**src/rtl/pcie_fifo_rd_sched_pkg.sv**
```systemverilog
// Shared definitions for the FIFO-to-PCIe read scheduler: FSM encoding,
// default frame/burst geometry and the burst length helper.
package pcie_fifo_rd_sched_pkg;

   typedef enum logic [2:0] {
      ST_IDLE,
      ST_WAIT,
      ST_REQ,
      ST_XFER,
      ST_END
   } state_t;

   localparam int          DEF_FRAME_WORDS = 115200;
   localparam int          DEF_BURST_WORDS = 16;
   localparam logic [31:0] BYTES_PER_WORD  = 32'd16;

   // Words in the next burst: a full burst, or whatever remains of the frame.
   function automatic logic [8:0] burst_len(input logic [16:0] fcnt,
                                            input int unsigned burst,
                                            input int unsigned frame);
      int unsigned rem;
      rem = frame - 32'(fcnt);
      return 9'((rem < burst) ? rem : burst);
   endfunction

endpackage

```
**src/rtl/pcie_fifo_skid_buf.sv**
```systemverilog
// Two-entry in-order output buffer between the FIFO read port and TX.
module pcie_fifo_skid_buf #(
   parameter int DATA_W = 128
) (
   input  logic              clk,
   input  logic              rst_n,
   input  logic              in_valid,
   output logic              in_ready,
   input  logic [DATA_W-1:0] in_data,
   output logic              out_valid,
   input  logic              out_ready,
   output logic [DATA_W-1:0] out_data,
   output logic [1:0]        count
);

   logic [DATA_W-1:0] head, tail;
   logic              push, pop;

   assign out_valid = (count != 2'd0);
   assign in_ready  = (count != 2'd2) || out_ready;
   assign out_data  = head;
   assign push      = in_valid && in_ready;
   assign pop       = out_valid && out_ready;

   always_ff @(posedge clk or negedge rst_n) begin
      if (!rst_n) begin
         head  <= '0;
         tail  <= '0;
         count <= '0;
      end else begin
         case ({push, pop})
            2'b10: begin
               if (count == 2'd0) head <= in_data;
               else               tail <= in_data;
               count <= count + 2'd1;
            end
            2'b01: begin
               head  <= tail;
               count <= count - 2'd1;
            end
            2'b11: begin
               if (count == 2'd1) begin
                  head <= in_data;
               end else begin
                  head <= tail;
                  tail <= in_data;
               end
            end
            default: ;
         endcase
      end
   end

endmodule

```
**src/rtl/pcie_fifo_rd_sched.sv**
```systemverilog
// Reads video words from a FIFO and issues them to the host as PCIe DMA
// bursts, walking a frame buffer and wrapping at the end of each frame.
module pcie_fifo_rd_sched
   import pcie_fifo_rd_sched_pkg::*;
#(
   parameter int DATA_W      = 128,
   parameter int LVL_W       = 10,
   parameter int BURST_WORDS = DEF_BURST_WORDS,
   parameter int FRAME_WORDS = DEF_FRAME_WORDS
) (
   input  logic              rd_clk,
   input  logic              rd_rst_n,
   input  logic              enable,
   input  logic [31:0]       base_addr,
   output logic              fifo_rd_en,
   input  logic [DATA_W-1:0] fifo_rd_data,
   input  logic              fifo_rd_empty,
   input  logic [LVL_W:0]    fifo_rd_water_level,
   output logic              dma_req,
   input  logic              dma_gnt,
   output logic [31:0]       dma_addr,
   output logic [8:0]        dma_len,
   output logic              tx_valid,
   output logic [DATA_W-1:0] tx_data,
   input  logic              tx_ready,
   output logic              tx_last,
   output logic              frame_done,
   output logic              busy
);

   state_t      state, state_nxt;
   logic [16:0] frame_cnt, frame_sum;
   logic [8:0]  cur_len, issued, sent;
   logic        in_flight, consume, buf_ready, wrap;
   logic [1:0]  buf_cnt, occ;

   assign consume   = tx_valid && tx_ready;
   // Occupancy once this cycle's pop lands, net of the word leaving now;
   // keeps the buffer bounded at 2 while sustaining one word per cycle.
   assign occ       = 2'(in_flight) + buf_cnt - 2'(consume);
   assign frame_sum = frame_cnt + 17'(cur_len);
   assign wrap      = (int'(frame_sum) == FRAME_WORDS);

   assign dma_req  = (state == ST_REQ);
   assign dma_addr = dma_req ? base_addr + 32'(frame_cnt) * BYTES_PER_WORD : '0;
   assign dma_len  = dma_req ? cur_len : '0;
   assign busy     = (state != ST_IDLE);
   assign tx_last  = tx_valid && (sent == cur_len - 9'd1);

   always_comb begin
      state_nxt  = state;
      fifo_rd_en = 1'b0;
      case (state)
         ST_IDLE: if (enable) state_nxt = ST_WAIT;
         ST_WAIT: begin
            if (!enable)
               state_nxt = ST_IDLE;
            else if (32'(fifo_rd_water_level) >= 32'(cur_len))
               state_nxt = ST_REQ;
         end
         ST_REQ: if (dma_gnt) state_nxt = ST_XFER;
         ST_XFER: begin
            fifo_rd_en = !fifo_rd_empty && (issued < cur_len) && (occ < 2'd2) && buf_ready;
            if (tx_last && tx_ready) state_nxt = ST_END;
         end
         ST_END:  state_nxt = enable ? ST_WAIT : ST_IDLE;
         default: state_nxt = ST_IDLE;
      endcase
   end

   always_ff @(posedge rd_clk or negedge rd_rst_n) begin
      if (!rd_rst_n) begin
         state      <= ST_IDLE;
         frame_cnt  <= '0;
         cur_len    <= '0;
         issued     <= '0;
         sent       <= '0;
         in_flight  <= 1'b0;
         frame_done <= 1'b0;
      end else begin
         state      <= state_nxt;
         in_flight  <= fifo_rd_en;
         frame_done <= 1'b0;
         case (state)
            ST_IDLE: cur_len <= burst_len(frame_cnt, BURST_WORDS, FRAME_WORDS);
            ST_REQ: begin
               issued <= '0;
               sent   <= '0;
            end
            ST_XFER: begin
               issued <= issued + 9'(fifo_rd_en);
               sent   <= sent + 9'(consume);
            end
            ST_END: begin
               if (wrap) begin
                  frame_cnt  <= '0;
                  frame_done <= 1'b1;
                  cur_len    <= burst_len(17'd0, BURST_WORDS, FRAME_WORDS);
               end else begin
                  frame_cnt  <= frame_sum;
                  cur_len    <= burst_len(frame_sum, BURST_WORDS, FRAME_WORDS);
               end
            end
            default: ;
         endcase
      end
   end

   pcie_fifo_skid_buf #(
      .DATA_W (DATA_W)
   ) u_skid (
      .clk       (rd_clk),
      .rst_n     (rd_rst_n),
      .in_valid  (in_flight),
      .in_ready  (buf_ready),
      .in_data   (fifo_rd_data),
      .out_valid (tx_valid),
      .out_ready (tx_ready),
      .out_data  (tx_data),
      .count     (buf_cnt)
   );

endmodule

```
**config.mk**
```make
export PLATFORM = sky130hd
export DESIGN_NAME = pcie_fifo_rd_sched
export DESIGN_NICKNAME = d
export VERILOG_FILES = /design/src/rtl/pcie_fifo_rd_sched_pkg.sv /design/src/rtl/pcie_fifo_skid_buf.sv /design/src/rtl/pcie_fifo_rd_sched.sv
export SDC_FILE = /design/constraint.sdc
export NUM_CORES = 1
export LEC_CHECK = 0
export ABC_AREA = 1
export ABC_CLOCK_PERIOD_IN_PS = 4600
export CAP_MARGIN = 20
export CORE_MARGIN = 2
export CORE_UTILIZATION = 52
export DETAILED_ROUTE_END_ITERATION = 12
export PLACE_DENSITY = 0.84
export SETUP_SLACK_MARGIN = 0.05
export SYNTH_ARGS = -nofsm -noshare
export SYNTH_HDL_FRONTEND = slang
export SYNTH_SLANG_ARGS = --single-unit
```
**constraint.sdc**
```tcl
create_clock -name rd_clk -period 4.6 [get_ports rd_clk]
set_clock_uncertainty 0.05 [all_clocks]
set_input_delay 0.92 -clock rd_clk [delete_from_list [all_inputs] [get_ports rd_clk]]
set_output_delay 0.92 -clock rd_clk [all_outputs]
set_load 0.01 [all_outputs]
```
==> metrics.txt, run 1 <==
Clock transition at path regs 0.06 ns; Finished Layout Cells 2835; Critical Path Fanout Max 3; type of origin of the critical path input pin; Max Cap Viol 0; total count of max-transition violations in the final report 0; final routed wire length divided by cell count 17.9 microns; Final Setup Violations 0; initial core utilization 52.6%; Detailed Route WL 50.6 mm; number of DRC markers in iteration 0 1375; Top Ports 352; maximum number of pins on one net before global-route repair 157; classification of the worst setup path in2out; count of flip-flops with a built-in enable after synthesis 0; Antenna Violating Nets Remaining 0; number of H-tree levels 1; number of nets in the layout 2602; endpoint of the worst setup timing path dma_addr[25]; sequential element share of the synthesized area 45.1%; slack of the critical path 0.105 ns; layout overhead on the synthesized area 32.2%; post-route worst hold slack 0.321 ns; Max clock buf depth 3; Worst Setup Slack post-DPL -0.453 ns; total placed cells including tap cells 2769; proportion of layout cells with a drive suffix above 1 13.1%; global-route wire length before repair 79.4 mm; maximum clock frequency 222 MHz; number of synthesized register bits 307; grt ovf 0; Async S/R FF share, synth 100%; leak pwr 0.0106 uW; register-to-register setup slack 0.93 ns; cts bufs inserted 31; via count of the routed design 15.9k; floorplan die height 185 microns; Skew-Pair Late Insertion Delay 0.58 ns; Period Utilization, post-route 97.7%; site row count 66; synthesis warning total 0; Hold Vio Cnt, Final 0; Critical R2R Launch cur_len[2]; WP data required 3.63 ns; Top FF cell, synth sky130_fd_sc_hd__dfrtp_1; Final GP Congestion 0.901; minimum period implied by the final worst setup slack 4.50 ns; clock tree from TritonCTS built; path class of the lowest-slack min-delay path in2async; critical path startpoint base_addr[6]; Chip Width 185 microns; data arrival time of the critical path 3.53 ns; Pre-Repair DR Iteration Count 7; total placed instance area 21300 sq um; total routing resource utilization after global routing 28.8%; antenna violations before repair 2; DRC Markers 0; worst slew pin tran 0.849 ns; outcome complete, no violations; gate count of the mapped netlist 2023; Mapped Area 17000 sq um; IR drop worst, VDD 0.608 mV; core footprint 32400 sq um; via count of the first global-routing pass 15.7k; Clock Root Buffer sky130_fd_sc_hd__clkbuf_16; clock sink total 307; number of nets produced by synthesis 2259; Avg Cell Area, Syn 8.42 sq um; number of cells on the worst reg-to-reg path 19; vias per inst 5.62; total non-filler cell area in the finished layout 22500 sq um; RSZ-0062 raised after global routing true; RR Endpoint issued[8]; cell area power density 610 nW/um^2; count of cell types in the netlist 50; Crit. End Element output pin; HPWL Detailed 35.0 mm; Rel. slew slack 43.4%; IO Port Bufs 351; die footprint 34200 sq um
==> kinds of logic (layout without fill, tap and decap cells) <==
kind of cell    count (synthesis)  after routing  synth area share [%]
fa+ha+maj                      59             59                  4.42
xor+xnor                       39             39                  2.05
compound gates                423            423                  14.1
other cells                     0              3                     0
flops                         307            307                  45.1
buf+inv                       351            718                  7.83
simple gates                  716            716                  18.0
mux                           128            128                  8.46
==> synth_stat cells, drive strengths merged (4+ instances only) <==
cell type / n / area share, %
a21boi: 4 / 0.18
a21oi: 66 / 2.0
buf: 11 / 0.34
clkbuf: 87 / 1.9
dfrtp: 307 / 45
ha: 57 / 4.2
inv: 251 / 5.5
mux2: 128 / 8.5
nand2: 468 / 11
nand3: 64 / 2.1
nand3b: 4 / 0.18
nand4: 27 / 0.99
nor2: 119 / 2.9
nor3: 21 / 0.68
o21a: 4 / 0.18
o21ai: 192 / 5.7
o21bai: 6 / 0.40
o22ai: 138 / 5.1
or2: 5 / 0.18
xnor2: 13 / 0.67
xor2: 26 / 1.4
==> where the power goes <==
group | total [uW] | switching [uW] | internal (uW)
Combinational | 6350 | 3350 | 2990
Sequential | 4680 | 797 | 3890
Clock | 2720 | 1120 | 1600
Total | 13800 | 5270 | 8480
==> critical path, cell delays in order <==
cell	delay (ns)
sky130_fd_sc_hd__clkdlybuf4s50_1	0.41
sky130_fd_sc_hd__ha_1	0.32
sky130_fd_sc_hd__buf_4	0.15
sky130_fd_sc_hd__a21oi_1	0.15
sky130_fd_sc_hd__nand2_1	0.12
sky130_fd_sc_hd__a21oi_2	0.22
sky130_fd_sc_hd__o21ai_1	0.10
sky130_fd_sc_hd__nand2_1	0.08
sky130_fd_sc_hd__nand2_2	0.09
sky130_fd_sc_hd__a21boi_2	0.17
sky130_fd_sc_hd__o21bai_1	0.11
sky130_fd_sc_hd__and2_1	0.17
sky130_fd_sc_hd__o21ai_0	0.17
sky130_fd_sc_hd__a21oi_1	0.07
sky130_fd_sc_hd__dlygate4sd2_1	0.29
==> stage by stage <==
stage,total power [uW],utilization (%),setup TNS [ns]
3_3_place_gp,10600,65.8,-2.08
4_1_cts,13700,69.3,-0.0258
6_report,13800,69.6,0
3_5_place_dp,10900,65.8,-2.80
2_1_floorplan,8100,-,0
5_1_grt,14600,69.6,-0.0494
==> worst min path at each step <==
stage / startpoint / endpoint / slack (ns) / cells after the start
5_1_grt: rd_rst_n / u_skid.out_data[112] / 0.38 / 1
2_1_floorplan: u_skid.tail[0] / u_skid.tail[0] / 0.40 / 2
3_3_place_gp: u_skid.tail[79] / u_skid.tail[79] / 0.42 / 2
4_1_cts: rd_rst_n / u_skid.out_data[112] / 0.35 / 1
3_5_place_dp: u_skid.tail[112] / u_skid.tail[112] / 0.42 / 2
6_report: rd_rst_n / u_skid.out_data[112] / 0.32 / 1
==> state kept, by name, indices dropped and copies added, names as in the netlist <==
| register | flops |
|---|---|
| cur_len | 9 |
| frame_cnt | 17 |
| frame_done | 1 |
| in_flight | 1 |
| issued | 9 |
| sent | 9 |
| state | 3 |
| u_skid.count | 2 |
| u_skid.out_data | 128 |
| u_skid.tail | 128 |
==> final cells by class <==
cell class              count  area, sq um
clock inverters            16          229
fillers                  2414         9840
inverters                 253          950
flip-flops and latches    307         7680
diodes                      3         7.51
well taps                 442          553
clock buffers              41          863
multi-input cells        1365         8160
repair buffers            408         4090
==> routing by layer <==
layer	GRT usage [%]	vias to the layer above	wire [microns]
met5	0	-	9
met3	5.54	132	4040
met2	48.3	759	24200
met1	36.9	7637	20300
met4	11.6	2	2040
li1	-	7403	-
==> what timing repair did <==
| action | in CTS | in global routing |
|---|---|---|
| cloned | 0 | 0 |
| pin swaps | 4 | 10 |
| resized for setup | 33 | 25 |
| buffers inserted | 0 | 6 |
| setup endpoints to repair | 16 | 18 |
| hold buffers | 0 | 0 |
==> cell usage in the layout (no fill, tap or decap), types with 4 or more instances in the layout <==
master | synthesis | final
sky130_fd_sc_hd__buf_12 | 0 | 12
sky130_fd_sc_hd__or2_2 | 4 | 4
sky130_fd_sc_hd__o22ai_1 | 138 | 136
sky130_fd_sc_hd__buf_4 | 1 | 45
sky130_fd_sc_hd__a21oi_1 | 64 | 58
sky130_fd_sc_hd__clkinv_2 | 0 | 7
sky130_fd_sc_hd__nor2_2 | 5 | 6
sky130_fd_sc_hd__nand3_1 | 58 | 58
sky130_fd_sc_hd__nand4_1 | 27 | 27
sky130_fd_sc_hd__dfrtp_1 | 307 | 307
sky130_fd_sc_hd__xnor2_1 | 13 | 13
sky130_fd_sc_hd__o21a_1 | 4 | 4
sky130_fd_sc_hd__nor2_1 | 110 | 107
sky130_fd_sc_hd__o21ai_0 | 188 | 178
sky130_fd_sc_hd__nor2_4 | 4 | 6
sky130_fd_sc_hd__dlymetal6s2s_1 | 0 | 6
sky130_fd_sc_hd__clkbuf_1 | 87 | 5
sky130_fd_sc_hd__xor2_1 | 25 | 25
sky130_fd_sc_hd__ha_1 | 57 | 55
sky130_fd_sc_hd__clkbuf_8 | 0 | 5
sky130_fd_sc_hd__nand2_2 | 18 | 20
sky130_fd_sc_hd__nand2_1 | 446 | 444
sky130_fd_sc_hd__o21ai_1 | 3 | 11
sky130_fd_sc_hd__a21oi_2 | 1 | 5
sky130_fd_sc_hd__o21bai_1 | 4 | 4
sky130_fd_sc_hd__dlygate4sd2_1 | 0 | 5
sky130_fd_sc_hd__nand3b_1 | 4 | 4
sky130_fd_sc_hd__mux2_2 | 128 | 128
sky130_fd_sc_hd__inv_1 | 249 | 249
sky130_fd_sc_hd__clkbuf_16 | 0 | 31
sky130_fd_sc_hd__nor3_1 | 20 | 20
sky130_fd_sc_hd__clkdlybuf4s50_1 | 0 | 334
sky130_fd_sc_hd__nand2_4 | 4 | 4
sky130_fd_sc_hd__bufinv_16 | 0 | 5
sky130_fd_sc_hd__nand3_2 | 6 | 6
(Power assumes the default switching activity.)
==> run 2: changes to the inputs <==
--- a/config.mk
+++ b/config.mk
@@ -11,8 +11,9 @@
 export CORE_MARGIN = 2
 export CORE_UTILIZATION = 52
 export DETAILED_ROUTE_END_ITERATION = 12
-export PLACE_DENSITY = 0.84
+export PLACE_DENSITY = 0.81
 export SETUP_SLACK_MARGIN = 0.05
+export SLEW_MARGIN = 0
 export SYNTH_ARGS = -nofsm -noshare
 export SYNTH_HDL_FRONTEND = slang
 export SYNTH_SLANG_ARGS = --single-unit
==> run 2 against run 1 <==
Against the previous run:
- die area stayed put
- wire length is 0.47% lower
- largest power group unchanged
- highest routed layer unchanged
- combinational power is 1% lower
- critical path type unchanged
==> metrics.txt, run 2 (synthesized netlist as in run 1, its figures left out) <==
Critical R2R Launch cur_len[0]; antenna violations before repair 2 (unchanged); outcome complete, no violations; Pre-Repair DR Iteration Count 6 (-1); clock sink total 307 (unchanged); core footprint 32400 sq um (unchanged); Hold Vio Cnt, Final 0 (unchanged); initial core utilization 52.6% (unchanged); die footprint 34200 sq um (unchanged); register-to-register setup slack 0.92 ns (about the same); maximum number of pins on one net before global-route repair 155 (-1.3%); DRC Markers 0 (unchanged); Clock Root Buffer sky130_fd_sc_hd__clkbuf_16; path class of the lowest-slack min-delay path in2async; number of DRC markers in iteration 0 1212 (-12%); most frequent standard cell in the layout excluding fill and tap cells sky130_fd_sc_hd__nand2_1; cts bufs inserted 35 (+13%); Critical Path Fanout Max 3 (unchanged); classification of the worst setup path in2out; IO Port Bufs 351 (unchanged); Top Ports 352 (unchanged); Rel. slew slack 26.9% (-17 points); type of origin of the critical path input pin; Skew-Pair Late Insertion Delay 0.53 ns (-0.05 ns); post-route worst hold slack 0.395 ns (+0.0741 ns); RR Endpoint cur_len[2]; worst slew pin tran 1.09 ns (+0.244 ns); leading cell types in the layout, fill and taps excluded sky130_fd_sc_hd__nand2_1, sky130_fd_sc_hd__clkdlybuf4s50_1, sky130_fd_sc_hd__dfrtp_1; Max clock buf depth 3 (unchanged); endpoint of the worst setup timing path dma_addr[25]; Clock transition at path regs 0.06 ns (about the same); Antenna Violating Nets Remaining 0 (unchanged); critical path startpoint base_addr[6]; number of H-tree levels 2 (+1); proportion of layout cells with a drive suffix above 1 13.3% (+0.17 points); Final Setup Violations 0 (unchanged); RSZ-0062 raised after global routing false; HPWL Detailed 34.6 mm (-1.1%); minimum period implied by the final worst setup slack 4.41 ns (-0.0838 ns); final core occ 69.5% (-0.093 points); total routing resource utilization after global routing 29.2% (+0.38 points); Chip Width 185 microns (unchanged); vias per inst 5.54 (-1.4%); Max Cap Viol 0 (unchanged); number of cells on the worst reg-to-reg path 15 (-4); number of nets in the layout 2601 (-0.038%); layout overhead on the synthesized area 32.0%; leak pwr 0.0105 uW (-0.45%); Crit. End Element output pin; total count of max-transition violations in the final report 0 (unchanged); cts hold-fix bufs 0 (unchanged); site row count 66 (unchanged); data arrival time of the critical path 3.44 ns (-0.09 ns); via count of the first global-routing pass 15.7k (+0.47%); WP data required 3.63 ns (about the same); clock tree from TritonCTS built; final routed wire length divided by cell count 17.8 microns (-0.33%); cell area power density 608 nW/um^2 (-0.45%); floorplan die height 185 microns (unchanged); number of antenna cells inserted 0 (-3); grt ovf 0 (unchanged); IR drop worst, VDD 0.469 mV (-23%); maximum clock frequency 227 MHz (+1.9%); Final GP Congestion 0.914 (+1.5%); Detailed Route WL 50.4 mm (-0.47%); Period Utilization, post-route 95.9% (-1.8 points); global-route wire length before repair 80.1 mm (+0.95%); via count of the routed design 15.7k (-1.6%)
run 2: cell type report:
| class | count | area [sq um] |
|---|---|---|
| inverters | 253 | 950 |
| repair buffers | 403 | 4020 |
| flip-flops and latches | 307 | 7680 |
| well taps | 442 | 553 |
| clock buffers | 46 | 967 |
| multi-input cells | 1365 | 8180 |
| fillers | 2498 | 9870 |
| clock inverters | 15 | 149 |
run 2: worst max-delay path, cell delays in order:
cell,delay [ns]
sky130_fd_sc_hd__clkdlybuf4s50_1,0.51
sky130_fd_sc_hd__ha_4,0.23
sky130_fd_sc_hd__buf_4,0.14
sky130_fd_sc_hd__a21oi_2,0.12
sky130_fd_sc_hd__nand2_1,0.11
sky130_fd_sc_hd__a21oi_2,0.18
sky130_fd_sc_hd__o21ai_1,0.10
sky130_fd_sc_hd__nand2_1,0.09
sky130_fd_sc_hd__nand2_2,0.08
sky130_fd_sc_hd__a21boi_2,0.18
sky130_fd_sc_hd__o21bai_1,0.13
sky130_fd_sc_hd__and2_1,0.17
sky130_fd_sc_hd__o21ai_0,0.14
sky130_fd_sc_hd__a21oi_1,0.06
sky130_fd_sc_hd__dlygate4sd2_1,0.29
run 2: what timing repair did:
action	4_1_cts	5_1_grt
pin swaps	6	17
endpoints found under the setup margin	16	18
setup buffers	6	6
gates resized for setup	35	26
run 2: where the power goes:
part / switching (uW) / total, uW / internal, uW
Combinational: 3320 / 6280 / 2950
Sequential: 793 / 4680 / 3890
Clock: 1160 / 2720 / 1560
Total: 5280 / 13700 / 8400
run 2: how the worst min path moves through the flow:
stage | endpoint | cells past startpoint | slack (ns) | start
after floorplan | u_skid.tail[0] | 2 | 0.40 | u_skid.tail[0]
after global placement | u_skid.tail[51] | 2 | 0.42 | u_skid.tail[51]
after detailed placement | u_skid.tail[86] | 2 | 0.42 | u_skid.tail[86]
after CTS | u_skid.tail[114] | 2 | 0.44 | u_skid.tail[114]
after global routing | u_skid.tail[64] | 2 | 0.45 | u_skid.tail[64]
final | u_skid.out_data[108] | 1 | 0.40 | rd_rst_n
run 2: layer usage:
| layer | up-vias | wire length [microns] | GRT usage [%] |
|---|---|---|---|
| met5 | - | 24 | 0 |
| met4 | 4 | 2020 | 11.8 |
| met3 | 127 | 4260 | 7.86 |
| met2 | 602 | 24000 | 48.4 |
| met1 | 7536 | 20000 | 36.3 |
| li1 | 7416 | - | - |
run 2: metrics by stage:
step	std cells	area [sq um]	setup slack (ns)	power, uW	setup TNS (ns)
finish	2831	22500	0.189	13700	0
CTS	2825	22400	0.0288	13700	0
detailed placement	2758	21200	-0.479	10800	-3.43
global route	2831	22500	0.0774	14600	0
floorplan	2023	17000	0.725	8100	0
global placement	2758	21200	-0.411	10600	-2.61
